**src/rtl/ram2_bus_master_pkg.sv**
```systemverilog
// ---------------------------------------------------------------------------
// ram2_bus_master_pkg
// Shared definitions for the RAM2 bus master:
//   - default bus widths and the default strobe-stretch count
//   - FSM state encoding
//   - active-low SRAM strobe levels
//   - a helper that maps an FSM state to the SRAM strobe/driver pattern
// ---------------------------------------------------------------------------
package ram2_bus_master_pkg;

  // Default widths (data/instruction bus, CPU word address, SRAM pins).
  localparam int unsigned DATA_BUS_W      = 16;
  localparam int unsigned DATA_ADDR_BUS_W = 16;
  localparam int unsigned SRAM_ADDR_BUS_W = 18;
  localparam int unsigned WAIT_CYCLES_DEF = 1;

  // SRAM strobe levels (all strobes are active low).
  localparam logic RAM_CHIP_ENABLE   = 1'b0;
  localparam logic RAM_CHIP_DISABLE  = 1'b1;
  localparam logic RAM_READ_ENABLE   = 1'b0;
  localparam logic RAM_READ_DISABLE  = 1'b1;
  localparam logic RAM_WRITE_ENABLE  = 1'b0;
  localparam logic RAM_WRITE_DISABLE = 1'b1;

  typedef enum logic [2:0] {
    ST_IDLE     = 3'd0,
    ST_RD       = 3'd1,
    ST_WR_SETUP = 3'd2,
    ST_WR_PULSE = 3'd3,
    ST_WR_HOLD  = 3'd4,
    ST_DONE     = 3'd5
  } ram2_state_e;

  typedef struct packed {
    logic ce_n;
    logic oe_n;
    logic we_n;
    logic dq_oe;
  } sram_ctrl_t;

  localparam sram_ctrl_t SRAM_CTRL_IDLE = '{
    ce_n:  RAM_CHIP_DISABLE,
    oe_n:  RAM_READ_DISABLE,
    we_n:  RAM_WRITE_DISABLE,
    dq_oe: 1'b0
  };

  // Strobe pattern for a given state. we_n is only ever enabled in a state
  // that also drives the data pins, so the SRAM never latches floating data.
  function automatic sram_ctrl_t sram_ctrl_for(input ram2_state_e st);
    sram_ctrl_t c;
    c = SRAM_CTRL_IDLE;
    case (st)
      ST_RD: begin
        c.ce_n = RAM_CHIP_ENABLE;
        c.oe_n = RAM_READ_ENABLE;
      end
      ST_WR_SETUP, ST_WR_HOLD: begin
        c.ce_n  = RAM_CHIP_ENABLE;
        c.dq_oe = 1'b1;
      end
      ST_WR_PULSE: begin
        c.ce_n  = RAM_CHIP_ENABLE;
        c.we_n  = RAM_WRITE_ENABLE;
        c.dq_oe = 1'b1;
      end
      default: c = SRAM_CTRL_IDLE;
    endcase
    return c;
  endfunction

endpackage

```
**src/rtl/ram2_bus_master.sv**
```systemverilog
// ---------------------------------------------------------------------------
// ram2_bus_master
// Initiator side of the RAM2 interface. Drives an external 16-bit async SRAM
// for the CPU, arbitrating instruction fetch (IF) against load/store (MEM);
// MEM always wins. Produces stretched read/write strobes, returns data with
// one-cycle done pulses and requests a pipeline stall while work is pending.
//
// Ports
//   clk, rst                  clock (rising edge), async active-high reset
//   if_req/if_addr            fetch request (level) and pc
//   if_inst/if_valid          fetched instruction and one-cycle done pulse
//   mem_req/mem_we            load/store request (level), 1 = store
//   mem_addr/mem_wdata        load/store address and store data
//   mem_rdata/mem_done        load data and one-cycle done pulse
//   stall_o                   pipeline stall request (combinational)
//   sram_addr                 SRAM address (CPU address zero-extended)
//   sram_dq_o/sram_dq_oe      SRAM write data and pin-drive enable
//   sram_dq_i                 SRAM read data
//   sram_ce_n/oe_n/we_n       active-low SRAM strobes
//
// All SRAM-side outputs are registered from the next state, so the strobe
// pattern always lines up with the current FSM state and is glitch-free.
// ---------------------------------------------------------------------------
module ram2_bus_master
  import ram2_bus_master_pkg::*;
#(
  parameter int unsigned DATA_W      = DATA_BUS_W,
  parameter int unsigned ADDR_W      = DATA_ADDR_BUS_W,
  parameter int unsigned SRAM_ADDR_W = SRAM_ADDR_BUS_W,
  parameter int unsigned WAIT_CYCLES = WAIT_CYCLES_DEF
) (
  input  logic                   clk,
  input  logic                   rst,
  input  logic                   if_req,
  input  logic [ADDR_W-1:0]      if_addr,
  output logic [DATA_W-1:0]      if_inst,
  output logic                   if_valid,
  input  logic                   mem_req,
  input  logic                   mem_we,
  input  logic [ADDR_W-1:0]      mem_addr,
  input  logic [DATA_W-1:0]      mem_wdata,
  output logic [DATA_W-1:0]      mem_rdata,
  output logic                   mem_done,
  output logic                   stall_o,
  output logic [SRAM_ADDR_W-1:0] sram_addr,
  output logic [DATA_W-1:0]      sram_dq_o,
  output logic                   sram_dq_oe,
  input  logic [DATA_W-1:0]      sram_dq_i,
  output logic                   sram_ce_n,
  output logic                   sram_oe_n,
  output logic                   sram_we_n
);

  // Strobe-stretch reload value; the counter counts down to zero.
  localparam logic [2:0] WAIT_LOAD = 3'(WAIT_CYCLES);

  ram2_state_e            state_q, state_d;
  logic [2:0]             cnt_q, cnt_d;
  logic                   is_mem_q, is_mem_d;
  logic [SRAM_ADDR_W-1:0] addr_q, addr_d;
  logic [DATA_W-1:0]      wdata_q, wdata_d;
  sram_ctrl_t             ctrl_q, ctrl_d;
  logic [DATA_W-1:0]      if_inst_q, if_inst_d;
  logic [DATA_W-1:0]      mem_rdata_q, mem_rdata_d;
  logic                   if_valid_q, if_valid_d;
  logic                   mem_done_q, mem_done_d;
  logic                   done_s;
  logic                   rd_capture_s;

  // Next-state logic: arbitration in IDLE, strobe stretching, done detection.
  always_comb begin
    state_d = state_q;
    cnt_d   = cnt_q;
    is_mem_d = is_mem_q;
    addr_d  = addr_q;
    wdata_d = wdata_q;
    done_s  = 1'b0;
    case (state_q)
      ST_IDLE: begin
        // MEM is looked at first; request, address and data are captured
        // here and the inputs are ignored until the access finishes.
        if (mem_req) begin
          is_mem_d = 1'b1;
          addr_d   = SRAM_ADDR_W'(mem_addr);
          if (mem_we) begin
            wdata_d = mem_wdata;
            state_d = ST_WR_SETUP;
          end else begin
            cnt_d   = WAIT_LOAD;
            state_d = ST_RD;
          end
        end else if (if_req) begin
          is_mem_d = 1'b0;
          addr_d   = SRAM_ADDR_W'(if_addr);
          cnt_d    = WAIT_LOAD;
          state_d  = ST_RD;
        end else begin
          state_d = ST_IDLE;
        end
      end
      ST_RD: begin
        if (cnt_q == 3'd0) begin
          done_s  = 1'b1;
          state_d = ST_DONE;
        end else begin
          cnt_d = cnt_q - 3'd1;
        end
      end
      ST_WR_SETUP: begin
        cnt_d   = WAIT_LOAD;
        state_d = ST_WR_PULSE;
      end
      ST_WR_PULSE: begin
        // The store is committed by the rising we_n edge at the start of
        // WR_HOLD, so the done pulse is raised together with that cycle;
        // this keeps the store latency at WAIT_CYCLES+3.
        if (cnt_q == 3'd0) begin
          done_s  = 1'b1;
          state_d = ST_WR_HOLD;
        end else begin
          cnt_d = cnt_q - 3'd1;
        end
      end
      ST_WR_HOLD: begin
        state_d = ST_DONE;
      end
      ST_DONE: begin
        state_d = ST_IDLE;
      end
      default: begin
        state_d = ST_IDLE;
      end
    endcase
  end

  // Read-data capture and done-pulse routing to the latched requester.
  always_comb begin
    rd_capture_s = (state_q == ST_RD) && (cnt_q == 3'd0);
    if_inst_d    = if_inst_q;
    mem_rdata_d  = mem_rdata_q;
    if (rd_capture_s && is_mem_q) begin
      mem_rdata_d = sram_dq_i;
    end else if (rd_capture_s) begin
      if_inst_d = sram_dq_i;
    end else begin
      if_inst_d   = if_inst_q;
      mem_rdata_d = mem_rdata_q;
    end
    mem_done_d = done_s & is_mem_q;
    if_valid_d = done_s & ~is_mem_q;
    ctrl_d     = sram_ctrl_for(state_d);
  end

  // FSM, access context and all registered outputs; reset aborts at once.
  always_ff @(posedge clk or posedge rst) begin
    if (rst) begin
      state_q     <= ST_IDLE;
      cnt_q       <= 3'd0;
      is_mem_q    <= 1'b0;
      addr_q      <= '0;
      wdata_q     <= '0;
      ctrl_q      <= SRAM_CTRL_IDLE;
      if_inst_q   <= '0;
      mem_rdata_q <= '0;
      if_valid_q  <= 1'b0;
      mem_done_q  <= 1'b0;
    end else begin
      state_q     <= state_d;
      cnt_q       <= cnt_d;
      is_mem_q    <= is_mem_d;
      addr_q      <= addr_d;
      wdata_q     <= wdata_d;
      ctrl_q      <= ctrl_d;
      if_inst_q   <= if_inst_d;
      mem_rdata_q <= mem_rdata_d;
      if_valid_q  <= if_valid_d;
      mem_done_q  <= mem_done_d;
    end
  end

  assign if_inst    = if_inst_q;
  assign if_valid   = if_valid_q;
  assign mem_rdata  = mem_rdata_q;
  assign mem_done   = mem_done_q;
  assign sram_addr  = addr_q;
  assign sram_dq_o  = wdata_q;
  assign sram_dq_oe = ctrl_q.dq_oe;
  assign sram_ce_n  = ctrl_q.ce_n;
  assign sram_oe_n  = ctrl_q.oe_n;
  assign sram_we_n  = ctrl_q.we_n;

  // Stall drops in the same cycle as the matching done pulse.
  assign stall_o = (mem_req & ~mem_done_q) | (if_req & ~if_valid_q);

endmodule
```
**config.mk**
```make
export PLATFORM = sky130hd
export DESIGN_NAME = ram2_bus_master
export DESIGN_NICKNAME = d
export VERILOG_FILES = /design/src/rtl/ram2_bus_master_pkg.sv /design/src/rtl/ram2_bus_master.sv
export SDC_FILE = /design/constraint.sdc
export NUM_CORES = 1
export LEC_CHECK = 0
export ABC_CLOCK_PERIOD_IN_PS = 4700
export BUFFER_PORTS_ARGS = -buffer_cell sky130_fd_sc_hd__buf_2
export CORE_ASPECT_RATIO = 1.1
export CORE_MARGIN = 4
export CORE_UTILIZATION = 45
export DETAILED_ROUTE_END_ITERATION = 8
export PLACE_DENSITY = 0.73
export SLEW_MARGIN = 20
export SYNTH_ARGS = -nofsm -noshare
export SYNTH_HDL_FRONTEND = slang
export SYNTH_SLANG_ARGS = --single-unit
```
**constraint.sdc**
```tcl
create_clock -name clk -period 4.7 [get_ports clk]
set_input_delay 0.705 -clock clk [delete_from_list [all_inputs] [get_ports clk]]
set_output_delay 0.705 -clock clk [all_outputs]
set_load 0.01 [all_outputs]
```
==> summary.txt, run 1 <==
Layout
  – Fill count: between 500 and 600
  – N_diodes: 0
  – Fraction of layout cells with a size suffix above 1: roughly 68%
  – NumNets Final: 430
  – Area added between synthesis and finish: 27.9%
  – Final Cell Area: around 0.0043 sq mm
  – Final Instance Count excl. Fillers: about 450

Synth
  – Post-synthesis register bit count: between 70 and 80
  – Cell count after synthesis: 218
  – Netlist cell types: 36
  – Top-count cell post-synth: dfrtp_1
  – Ranking of synthesized cells by area: dfrtp_1 55%, mux2_2 21%, mux2_4 8.5%, dfstp_2 2.4%, buf_6 1.3%
  – Sequential area share after synthesis: about 58%
  – Synth Cell Area: approximately 0.0033 sq mm
  – Most frequent cells after synthesis: 74 x dfrtp_1, 61 x mux2_2, 19 x mux2_4, 9 x inv_1, 5 x nand2b_1
  – Post-synth EDFFs: 0
  – Synth area leader: dfrtp_1
  – Yosys warns: 0
  – Post-Synthesis Mean Instance Area: roughly 15 sq um
  – Predominant post-synthesis flop cell: dfrtp_1
  – Yosys top cell area share: a little under three fifths
  – FFs w/ async S/R, synth: 100%

Routing
  – Via count: about 2,200
  – Drt first-iter violations: 31
  – Final wirelength: between 6000 and 7000 microns
  – Vias/cell: a little under 5
  – Antenna Violating Nets Remaining: 0
  – TritonRoute pass-1 iters: 4
  – Residual DRC count: 0
  – Wire length per cell: 15.5 microns

Job
  – Max_cap viols: 0

Power
  – Power Dens Cells: between 600 and 700 mW/mm^2
  – Switching share of power: between 30% and 40%
  – Logic pwr share: between 40% and 50%
  – Final Total Pwr: just under 3 mW
  – P_int: slightly below 2 mW
  – Worst vdd ir: roughly 340 uV
  – Sequential share of power: 41.4%
  – Sw power: ~960 uW
  – Clk network pwr share: 18.0%
  – Leak Pwr: roughly 2.1 nW

Worst setup path
  – CP Depth: 4
  – Worst-path fanout max: 22
  – Slowest-stage cell, CP: buf_2
  – Worst path bufs/invs: 3
  – Cell repeated most along the worst path: buf_2
  – Critical path data required time: between 3 and 4 ns
  – Worst reg2reg startpoint: state_q[0]
  – Crit path cell chain: buf_2, inv_1, o22ai_1, buf_2
  – Setup crit end kind: output pin
  – Worst r2r dst: sram_dq_o[14]
  – Crit path max-delay family: buffers and inverters
  – Critical path launch point type: primary input
  – Reg2reg path depth: 3
  – FF-to-FF setup slack: roughly 2.7 ns
  – CP peak stage delay: approximately 0.36 ns
  – Data arrival, critical path: roughly 1.6 ns
  – Setup CP Type: primary input to output pin

Placement
  – Placed Instance Area: around 0.0041 sq mm
  – GP Congestion: between 0.7 and 0.8
  – Port Buffers: 139
  – Post-DP HPWL: around 5300 microns
  – Placed Instances: about 430

Status
  – Status: finished clean

Floorplanning
  – Die area: between 0.008 and 0.009 sq mm
  – Row count: 32
  – Num ports: ~140
  – Die Height: ~98 microns
  – Initial core utilization: between 40% and 50%
  – Die width: between 90 and 100 microns
  – Core area: between 0.007 and 0.008 sq mm

Timing
  – RSZ-0062 raised after global routing: false
  – Total negative slack: 0 ns
  – Part of the cycle the worst path needs: between 40% and 50%
  – Clock Skew: 0.00943 ns
  – Fmax: between 400 and 500 MHz
  – Fin crit period: around 2.3 ns
  – Final setup viols: 0
  – Hold Vio Cnt, Final: 0
  – Slew @ Worst Pin: 0.932 ns
  – Final hold slack: 0.503 ns
  – Pins Over Slew Limit: 0
  – Relative slew slack: a little under two fifths

Global route
  – First-pass GRT wire length: approximately 12,000 microns
  – GRT Util Overall: about 16%
  – Pin count of the biggest net entering global routing: 52
  – Antenna violations before repair: 0
  – Vias in the first global route: about 2,400
  – GRT overflow: 0

Worst hold path
  – Hold path depth: 1
  – Hold endpoint: sram_addr[5]
  – Hold wc startpoint: sram_addr[5]
  – Worst min path class: register to register

Clock network
  – TritonCTS Buffers: 9
  – Clock Path Buffers: 2
  – Root Buffer Master: clkbuf_8
  – Clock Sinks: 77
  – Setup Buffers After CTS: 0
  – Worst-path clk slew: around 0.07 ns
  – Skew-Pair Late Insertion Delay: ~0.33 ns
  – # H-tree levels: 3
  – CTS resizes: 0
  – TritonCTS clock tree: done
  – Hold buffer count at CTS: 0
## kinds of logic (layout without fill, tap and decap cells)
logic type	count (synthesis)	after routing	synth area share (%)
muxes	82	82	29.6
buffers and inverters	20	164	3.78
DFF	77	77	57.7
other	1	2	0.112
AOI/OAI and AO/OA	13	13	2.88
and+or+nand+nor	23	23	5.16
adders and majority gates	2	2	0.748
## sequential cells by signal, indices dropped and copies added, names as in the netlist
name / count
sram_dq_oe: 1
sram_we_n: 1
mem_done: 1
if_inst: 16
sram_oe_n: 1
if_valid: 1
is_mem_q: 1
state_q: 3
mem_rdata: 16
sram_ce_n: 1
cnt_q: 3
sram_dq_o: 16
sram_addr: 16
## power groups by stage
stage / Combinational, mW / Sequential, mW / Clock, mW
after floorplan: 0.657 / 1.33 / 0
after global placement: 1.18 / 1.21 / 0
after detailed placement: 1.22 / 1.22 / 0
after CTS: 1.22 / 1.22 / 0.550
after global routing: 1.30 / 1.26 / 0.577
final: 1.19 / 1.21 / 0.528
## final cells by class
type / count / area (sq um) / share of cell area, %
clock buffer: 10 / 138 / 3.21
clock inverter: 5 / 75.1 / 1.75
inverter: 9 / 35.0 / 0.818
multi-input combinational: 122 / 1290 / 30.2
sequential: 77 / 1930 / 45.1
tap: 85 / 106 / 2.48
timing repair buffer: 140 / 703 / 16.4
## layer usage
layer	routed length (microns)	track usage, %	vias to the layer above
li1	-	-	1046
met5	0	0	-
met2	3760	29.5	63
met4	140	7.66	0
met1	2720	18.8	1100
met3	313	3.66	10
## worst register-to-register path: cells and delay by family (launching register included)
kind,cells,cell delay [ns]
multiplexers,1,0.42
flip-flops,1,0.50
AND/OR/NAND/NOR,2,1.00
## stage by stage
step / utilization [%] / setup slack, ns
final: 60.1 / 2.44
after global routing: 60.1 / 2.36
after CTS: 60.1 / 2.41
after detailed placement: 57.1 / 2.14
after global placement: 57.1 / 2.20
after floorplan: - / 2.03
## worst max path at each step
| stage | start | slack [ns] | endpoint |
|---|---|---|---|
| after global routing | mem_req | 2.36 | stall_o |
| after floorplan | rst | 2.03 | cnt_q[0] |
| after CTS | mem_req | 2.41 | stall_o |
| after detailed placement | mem_req | 2.14 | sram_dq_o[14] |
| final | mem_req | 2.44 | stall_o |
| after global placement | mem_req | 2.20 | sram_dq_o[10] |
## cells in the final DEF, fill, tap and decap left out, types with 2 or more instances in the layout
cell       synthesis  final
nand2_1            2      2
o21ai_0            2      2
dfstp_2            3      3
bufinv_16          0      2
clkinv_2           0      4
ha_1               2      2
conb_1             1      2
buf_2              2    139
dfrtp_1           74     74
mux2_4            19     19
a21oi_1            3      3
clkbuf_8           0     10
nand3b_1           4      4
nand2b_1           5      5
inv_1              9      8
mux2i_1            2      2
nand3_2            2      2
mux2_2            61     61
o22ai_1            3      3
Power figures use the tool's default switching activity.
==> run 2, diff against run 1 <==
--- a/config.mk
+++ b/config.mk
@@ -5,7 +5,7 @@
 export SDC_FILE = /design/constraint.sdc
 export NUM_CORES = 1
 export LEC_CHECK = 0
-export ABC_CLOCK_PERIOD_IN_PS = 4700
+export ABC_CLOCK_PERIOD_IN_PS = 2300
 export BUFFER_PORTS_ARGS = -buffer_cell sky130_fd_sc_hd__buf_2
 export CORE_ASPECT_RATIO = 1.1
 export CORE_MARGIN = 4
==> constraint.sdc (replaced) <==
create_clock -name clk -period 2.3 [get_ports clk]
set_input_delay 0.345 -clock clk [delete_from_list [all_inputs] [get_ports clk]]
set_output_delay 0.345 -clock clk [all_outputs]
set_load 0.01 [all_outputs]
==> summary.txt, run 2 (same netlist as run 1, synthesis figures left out) <==
Timing
  – Relative slew slack: 64.6% (was 37.8%)
  – Fmax: roughly 520 MHz
  – Final setup viols: 0 (unchanged)
  – Hold Vio Cnt, Final: 0 (unchanged)
  – Clock Skew: 0.0111 ns (was 0.00943 ns)
  – RSZ-0062 raised after global routing: false (unchanged)
  – Total negative slack: 0 ns (unchanged)
  – Pins Over Slew Limit: 0 (unchanged)
  – Fin crit period: 1.91 ns
  – Part of the cycle the worst path needs: 82.9%
  – Slew @ Worst Pin: 0.529 ns (was 0.932 ns)

Routing
  – Wire length per cell: 15.3 microns (was 15.5 microns)
  – Drt first-iter violations: 74 (was 31)
  – Vias/cell: 4.91 (was 4.95)
  – Residual DRC count: 0 (unchanged)
  – Final wirelength: 6900 microns (was 6940 microns)
  – Via count: 2,209 (was 2,219)
  – TritonRoute pass-1 iters: 4 (unchanged)
  – Antenna Violating Nets Remaining: 0 (unchanged)

Layout
  – Final Cell Area: 0.00430 sq mm (was 0.00428 sq mm)
  – NumNets Final: 432 (was 430)
  – Final Core Density: 60.3% (was 60.1%)
  – Fraction of layout cells with a size suffix above 1: 67.7% (was 67.8%)
  – Fill count: 610 (was 597)
  – Most frequent cells in the layout: 139 x buf_2, 74 x dfrtp_1, 61 x mux2_2 (unchanged)
  – Area added between synthesis and finish: 28.4% (was 27.9%)
  – N_diodes: 0 (unchanged)
  – Most common cell after layout, fill and taps aside: buf_2 (unchanged)

Power
  – Switching share of power: 33.1% (was 32.7%)
  – Sequential share of power: 41.6% (was 41.4%)
  – Leak Pwr: 2.14 nW (was 2.15 nW)
  – Power Dens Cells: 1380 mW/mm^2 (was 686 mW/mm^2)
  – Clk network pwr share: 17.1% (was 18.0%)
  – Sw power: 1.97 mW (was 960 uW)
  – P_int: 3.97 mW (was 1.98 mW)
  – Worst vdd ir: 750 uV (was 342 uV)
  – Logic pwr share: 41.3% (was 40.7%)

Global route
  – Pin count of the biggest net entering global routing: 58 (was 52)
  – GRT overflow: 0 (unchanged)
  – Antenna violations before repair: 0 (unchanged)
  – Vias in the first global route: 2,357 (was 2,418)
  – First-pass GRT wire length: 11,500 microns (was 11,700 microns)
  – GRT Util Overall: 16.3% (was 16.5%)

Placement
  – Post-DP HPWL: 5090 microns (was 5250 microns)
  – GP Congestion: 0.711 (was 0.718)
  – Placed Instance Area: 0.00410 sq mm (was 0.00407 sq mm)
  – Port Buffers: 139 (unchanged)

Worst setup path
  – Setup crit end kind: register (was output pin)
  – Critical Path Start: state_q[2] (was mem_req)
  – Data arrival, critical path: 2.13 ns (was 1.56 ns)
  – Crit path cell chain: nor3_2, a21boi_4, mux2_2 (was buf_2, inv_1, o22ai_1, buf_2)
  – Critical path data required time: 2.52 ns (was 3.99 ns)
  – Setup CP Type: register to register (was primary input to output pin)
  – Slowest-stage cell, CP: dfrtp_1 (was buf_2)
  – Worst-path fanout max: 16 (was 22)
  – Worst reg2reg startpoint: state_q[2] (was state_q[0])
  – Worst path bufs/invs: 0 (was 3)
  – CP peak stage delay: 0.53 ns (was 0.36 ns)
  – Crit path max-delay family: flip-flops (was buffers and inverters)
  – Critical path launch point type: register (was primary input)

Clock network
  – TritonCTS Buffers: 9 (unchanged)
  – Setup Buffers After CTS: 0 (unchanged)
  – Hold buffer count at CTS: 0 (unchanged)
  – # H-tree levels: 3 (unchanged)
  – Clock Path Buffers: 2 (unchanged)
  – Skew-Pair Late Insertion Delay: 0.34 ns (was 0.33 ns)
  – Root Buffer Master: clkbuf_8 (unchanged)
  – CTS resizes: 0 (unchanged)
  – TritonCTS clock tree: done (unchanged)
  – Worst-path clk slew: 0.08 ns (was 0.07 ns)
  – Clock Sinks: 77 (unchanged)

Floorplanning
  – Core area: 0.00713 sq mm (unchanged)
  – Row count: 32 (unchanged)
  – Die area: 0.00888 sq mm (unchanged)
  – Num ports: 142 (unchanged)
  – Die Height: 98.5 microns (unchanged)
  – Die width: 90.2 microns (unchanged)
  – Initial core utilization: 47.0% (unchanged)

Status
  – Status: finished clean (unchanged)

Worst hold path
  – Worst min path class: primary input to asynchronous set/reset pin (was register to register)

Job
  – Max_cap viols: 0 (unchanged)
## run 2: cell types whose count changed in the layout (fill, tap and decap cells not counted)
| cell | previous run | this run |
|---|---|---|
| buf_12 | 0 | 1 |
| clkbuf_8 | 10 | 11 |
| bufinv_16 | 2 | 1 |
| clkinvlp_4 | 0 | 3 |
| clkinv_2 | 4 | 0 |
| clkbuf_1 | 0 | 1 |
| buf_4 | 1 | 2 |
## run 2: layer usage
metal  track usage, %  wire, microns  share of wire (%)  vias to the layer above
met5                0              0                  0                        -
met4             6.83             97                1.4                        0
met3             5.80            362                5.2                        7
met2             28.9           3790                 55                       64
met1             17.8           2640                 38                     1085
li1                 -              -                  -                     1053
## run 2: per-stage QoR
step           hold slack (ns)  power, mW  setup slack, ns  std cells
3_3_place_gp             0.380       4.90            0.433        435
3_5_place_dp             0.389       4.99            0.406        435
6_report                0.0159       5.94            0.392        450
5_1_grt                 0.0254       6.37            0.257        450
4_1_cts                 0.0166       6.03            0.385        450
2_1_floorplan            0.485       4.07            0.702        219
## run 2: worst paths after layout
kind                            slack, ns  cells after the start            end
worst max-delay path                 0.39                      3   sram_addr[4]
worst min-delay path                 0.02                      2     sram_dq_oe
worst max register to register       0.39                      3   sram_addr[4]
worst min register to register       0.50                      1  sram_dq_o[11]
max in group asynchronous            1.65                      3       if_valid
min in group clk                     0.23                      2  sram_dq_o[13]
## run 2: worst register-to-register path: stages (launching register included)
cell and delay, ns:
dfrtp_1 0.53, nor3_2 0.33, a21boi_4 0.52, mux2_2 0.40
## run 2: area by class of cell
cell class	instances	area, sq um	share of cell area (%)
Inverter	9	37.5	0.873
Clock buffer	12	155	3.61
Timing Repair Buffer	142	731	17.0
Multi-Input combinational cell	122	1290	30.1
Tap cell	85	106	2.47
Sequential cell	77	1930	44.9
Clock inverter	3	45.0	1.05
## run 2: power by group through the flow
stage	registers (mW)	logic (mW)	clock network, mW
2_1_floorplan	2.73	1.34	0
3_3_place_gp	2.46	2.44	0
3_5_place_dp	2.49	2.50	0
4_1_cts	2.47	2.50	1.05
5_1_grt	2.57	2.68	1.12
6_report	2.47	2.45	1.02
==> run 3, diff against run 2 <==
--- a/config.mk
+++ b/config.mk
@@ -5,11 +5,11 @@
 export SDC_FILE = /design/constraint.sdc
 export NUM_CORES = 1
 export LEC_CHECK = 0
-export ABC_CLOCK_PERIOD_IN_PS = 2300
+export ABC_CLOCK_PERIOD_IN_PS = 1500
 export BUFFER_PORTS_ARGS = -buffer_cell sky130_fd_sc_hd__buf_2
 export CORE_ASPECT_RATIO = 1.1
 export CORE_MARGIN = 4
-export CORE_UTILIZATION = 45
+export CORE_UTILIZATION = 43
 export DETAILED_ROUTE_END_ITERATION = 8
 export PLACE_DENSITY = 0.73
 export SLEW_MARGIN = 20
==> constraint.sdc (replaced) <==
create_clock -name clk -period 1.5 [get_ports clk]
set_input_delay 0.225 -clock clk [delete_from_list [all_inputs] [get_ports clk]]
set_output_delay 0.225 -clock clk [all_outputs]
set_load 0.01 [all_outputs]
==> summary.txt, run 3 (same netlist as run 1, synthesis figures left out) <==
Timing
  – Final setup margin: -0.0131 ns (was 0.392 ns)
  – Hold Vio Cnt, Final: 0 (unchanged)
  – Final setup viols: 6 (was 0)
  – RSZ-0062 raised after global routing: true (was false)
  – Clock Skew: 0.0117 ns (was 0.0111 ns)
  – Part of the cycle the worst path needs: 101% (was 82.9%)
  – Fin crit period: 1.51 ns (was 1.91 ns)
  – Total negative slack: -0.0536 ns (was 0 ns)
  – Pins Over Slew Limit: 0 (unchanged)
  – Fmax: 661 MHz (was 524 MHz)

Job
  – Max_cap viols: 0 (unchanged)

Global route
  – Pin count of the biggest net entering global routing: 41 (was 58)
  – GRT Util Overall: 16.5% (was 16.3%)
  – Vias in the first global route: 2,564 (was 2,357)
  – First-pass GRT wire length: 12,000 microns (was 11,500 microns)
  – GRT overflow: 0 (unchanged)
  – Antenna violations before repair: 0 (unchanged)

Worst setup path
  – Critical path data required time: 1.72 ns (was 2.52 ns)
  – Critical path launch point type: register (unchanged)
  – CP peak stage delay: 0.47 ns (was 0.53 ns)
  – Worst-path fanout max: 16 (unchanged)
  – Setup crit end kind: register (unchanged)
  – Slowest-stage cell, CP: dfrtp_2 (was dfrtp_1)
  – Crit path cell chain: nor3_4, a21boi_4, buf_12, mux2_2 (was nor3_2, a21boi_4, mux2_2)
  – Setup CP Type: register to register (unchanged)
  – Worst path bufs/invs: 1 (was 0)
  – Data arrival, critical path: 1.74 ns (was 2.13 ns)
  – Crit path max-delay family: flip-flops (unchanged)

Layout
  – Fraction of layout cells with a size suffix above 1: 70.0% (was 67.7%)
  – Final Cell Area: 0.00449 sq mm (was 0.00430 sq mm)
  – NumNets Final: 447 (was 432)
  – Most frequent cells in the layout: 139 x buf_2, 72 x dfrtp_1, 60 x mux2_2 (was 139 x buf_2, 74 x dfrtp_1, 61 x mux2_2)
  – N_diodes: 0 (unchanged)
  – Area added between synthesis and finish: 34.1% (was 28.4%)
  – Most common cell after layout, fill and taps aside: buf_2 (unchanged)

Floorplanning
  – Initial core utilization: 44.5% (was 47.0%)
  – Die Height: 101 microns (was 98.5 microns)
  – Core area: 0.00751 sq mm (was 0.00713 sq mm)
  – Die area: 0.00926 sq mm (was 0.00888 sq mm)
  – Num ports: 142 (unchanged)
  – Row count: 33 (was 32)
  – Die width: 92.1 microns (was 90.2 microns)

Routing
  – TritonRoute pass-1 iters: 4 (unchanged)
  – Drt first-iter violations: 85 (was 74)
  – Final wirelength: 7380 microns (was 6900 microns)
  – Wire length per cell: 15.2 microns (was 15.3 microns)
  – DRT met1 WL: 2760 microns (was 2640 microns)
  – Via count: 2,324 (was 2,209)
  – DR WL met2: 3990 microns (was 3790 microns)
  – Met3 wire len: 439 microns (was 362 microns)
  – Residual DRC count: 0 (unchanged)
  – Highest routed layer: met4 (unchanged)
  – Vias/cell: 4.79 (was 4.91)
  – Antenna Violating Nets Remaining: 0 (unchanged)

Clock network
  – Root Buffer Master: clkbuf_8 (unchanged)
  – Worst-path clk slew: 0.08 ns (about the same)
  – Setup Buffers After CTS: 0 (unchanged)
  – TritonCTS clock tree: done (unchanged)
  – Clock Path Buffers: 2 (unchanged)
  – Skew-Pair Late Insertion Delay: 0.34 ns (about the same)
  – TritonCTS Buffers: 9 (unchanged)
  – Clock Sinks: 77 (unchanged)
  – # H-tree levels: 3 (unchanged)

Status
  – Failing checks: setup timing
  – Status: finished with violations (was finished clean)

Worst hold path
  – Worst min path class: primary input to register (was primary input to asynchronous set/reset pin)

Placement
  – Port Buffers: 139 (unchanged)
  – Worst slack, placed: -0.0235 ns (was 0.406 ns)
  – Placed Instance Area: 0.00429 sq mm (was 0.00410 sq mm)
  – GP Congestion: 0.825 (was 0.711)
  – Post-DP HPWL: 5590 microns (was 5090 microns)

Power
  – Leak Pwr: 2.23 nW (was 2.14 nW)
  – Power Dens Cells: 2070 mW/mm^2 (was 1380 mW/mm^2)
  – Worst vdd ir: 922 uV (was 750 uV)
-- run 3: cell types whose count changed in the layout (fill, tap and decap cells not counted), sizes merged --
cell	delta
dlygate4sd3	+1
clkinvlp	-2
bufinv	-1
buf	+14
clkinv	+6
clkbuf	-3
-- run 3: metal layers --
| metal | GRT usage [%] | vias up |
|---|---|---|
| met4 | 8.57 | 0 |
| met3 | 4.11 | 18 |
| met1 | 18.0 | 1147 |
| li1 | - | 1087 |
| met2 | 29.8 | 72 |
| met5 | 0 | - |
-- run 3: layout make-up --
type | count | area (sq um)
Clock buffer | 9 | 124
Clock inverter | 6 | 41.3
Fill cell | 646 | 3030
Inverter | 9 | 37.5
Multi-Input combinational cell | 122 | 1310
Sequential cell | 77 | 1930
Tap cell | 105 | 131
Timing Repair Buffer | 157 | 907
-- run 3: stage by stage --
stage	utilization, %	hold WS, ns	total power [mW]	instances
finish	59.7	0.102	9.27	485
global route	59.7	0.0900	9.92	485
CTS	59.4	0.0820	9.37	485
detailed placement	57.0	0.302	7.99	469
global placement	57.0	0.297	7.81	469
floorplan	-	0.373	6.28	219
-- run 3: power by group --
part	switching (mW)	internal, mW
clock	0.750	0.591
combinational	1.84	2.35
sequential	0.582	3.16
total	3.17	6.10
-- run 3: worst paths after layout --
kind,cells after the start,slack [ns],end,start
min in group asynchronous,4,0.48,mem_rdata[4],rst
setup / recovery,4,-0.01,sram_addr[1],state_q[2]
hold reg to reg,1,0.50,mem_rdata[9],mem_rdata[9]
hold / removal,2,0.10,sram_dq_o[5],mem_wdata[5]
max in group asynchronous,4,0.56,if_inst[14],rst
setup reg to reg,4,-0.01,sram_addr[1],state_q[2]
-- run 3: timing repair --
item / in CTS / in global routing
setup endpoints to repair: 28 / 66
endpoints found under the hold margin: 37 / 0
hold buffers: 1 / 0
pin swaps: 0 / 1
resized for setup: 1 / 7
-- run 3: worst register-to-register path: stages (launching register included) --
cell	delay (ns)
dfrtp_2	0.47
nor3_4	0.21
a21boi_4	0.21
buf_12	0.17
mux2_2	0.34
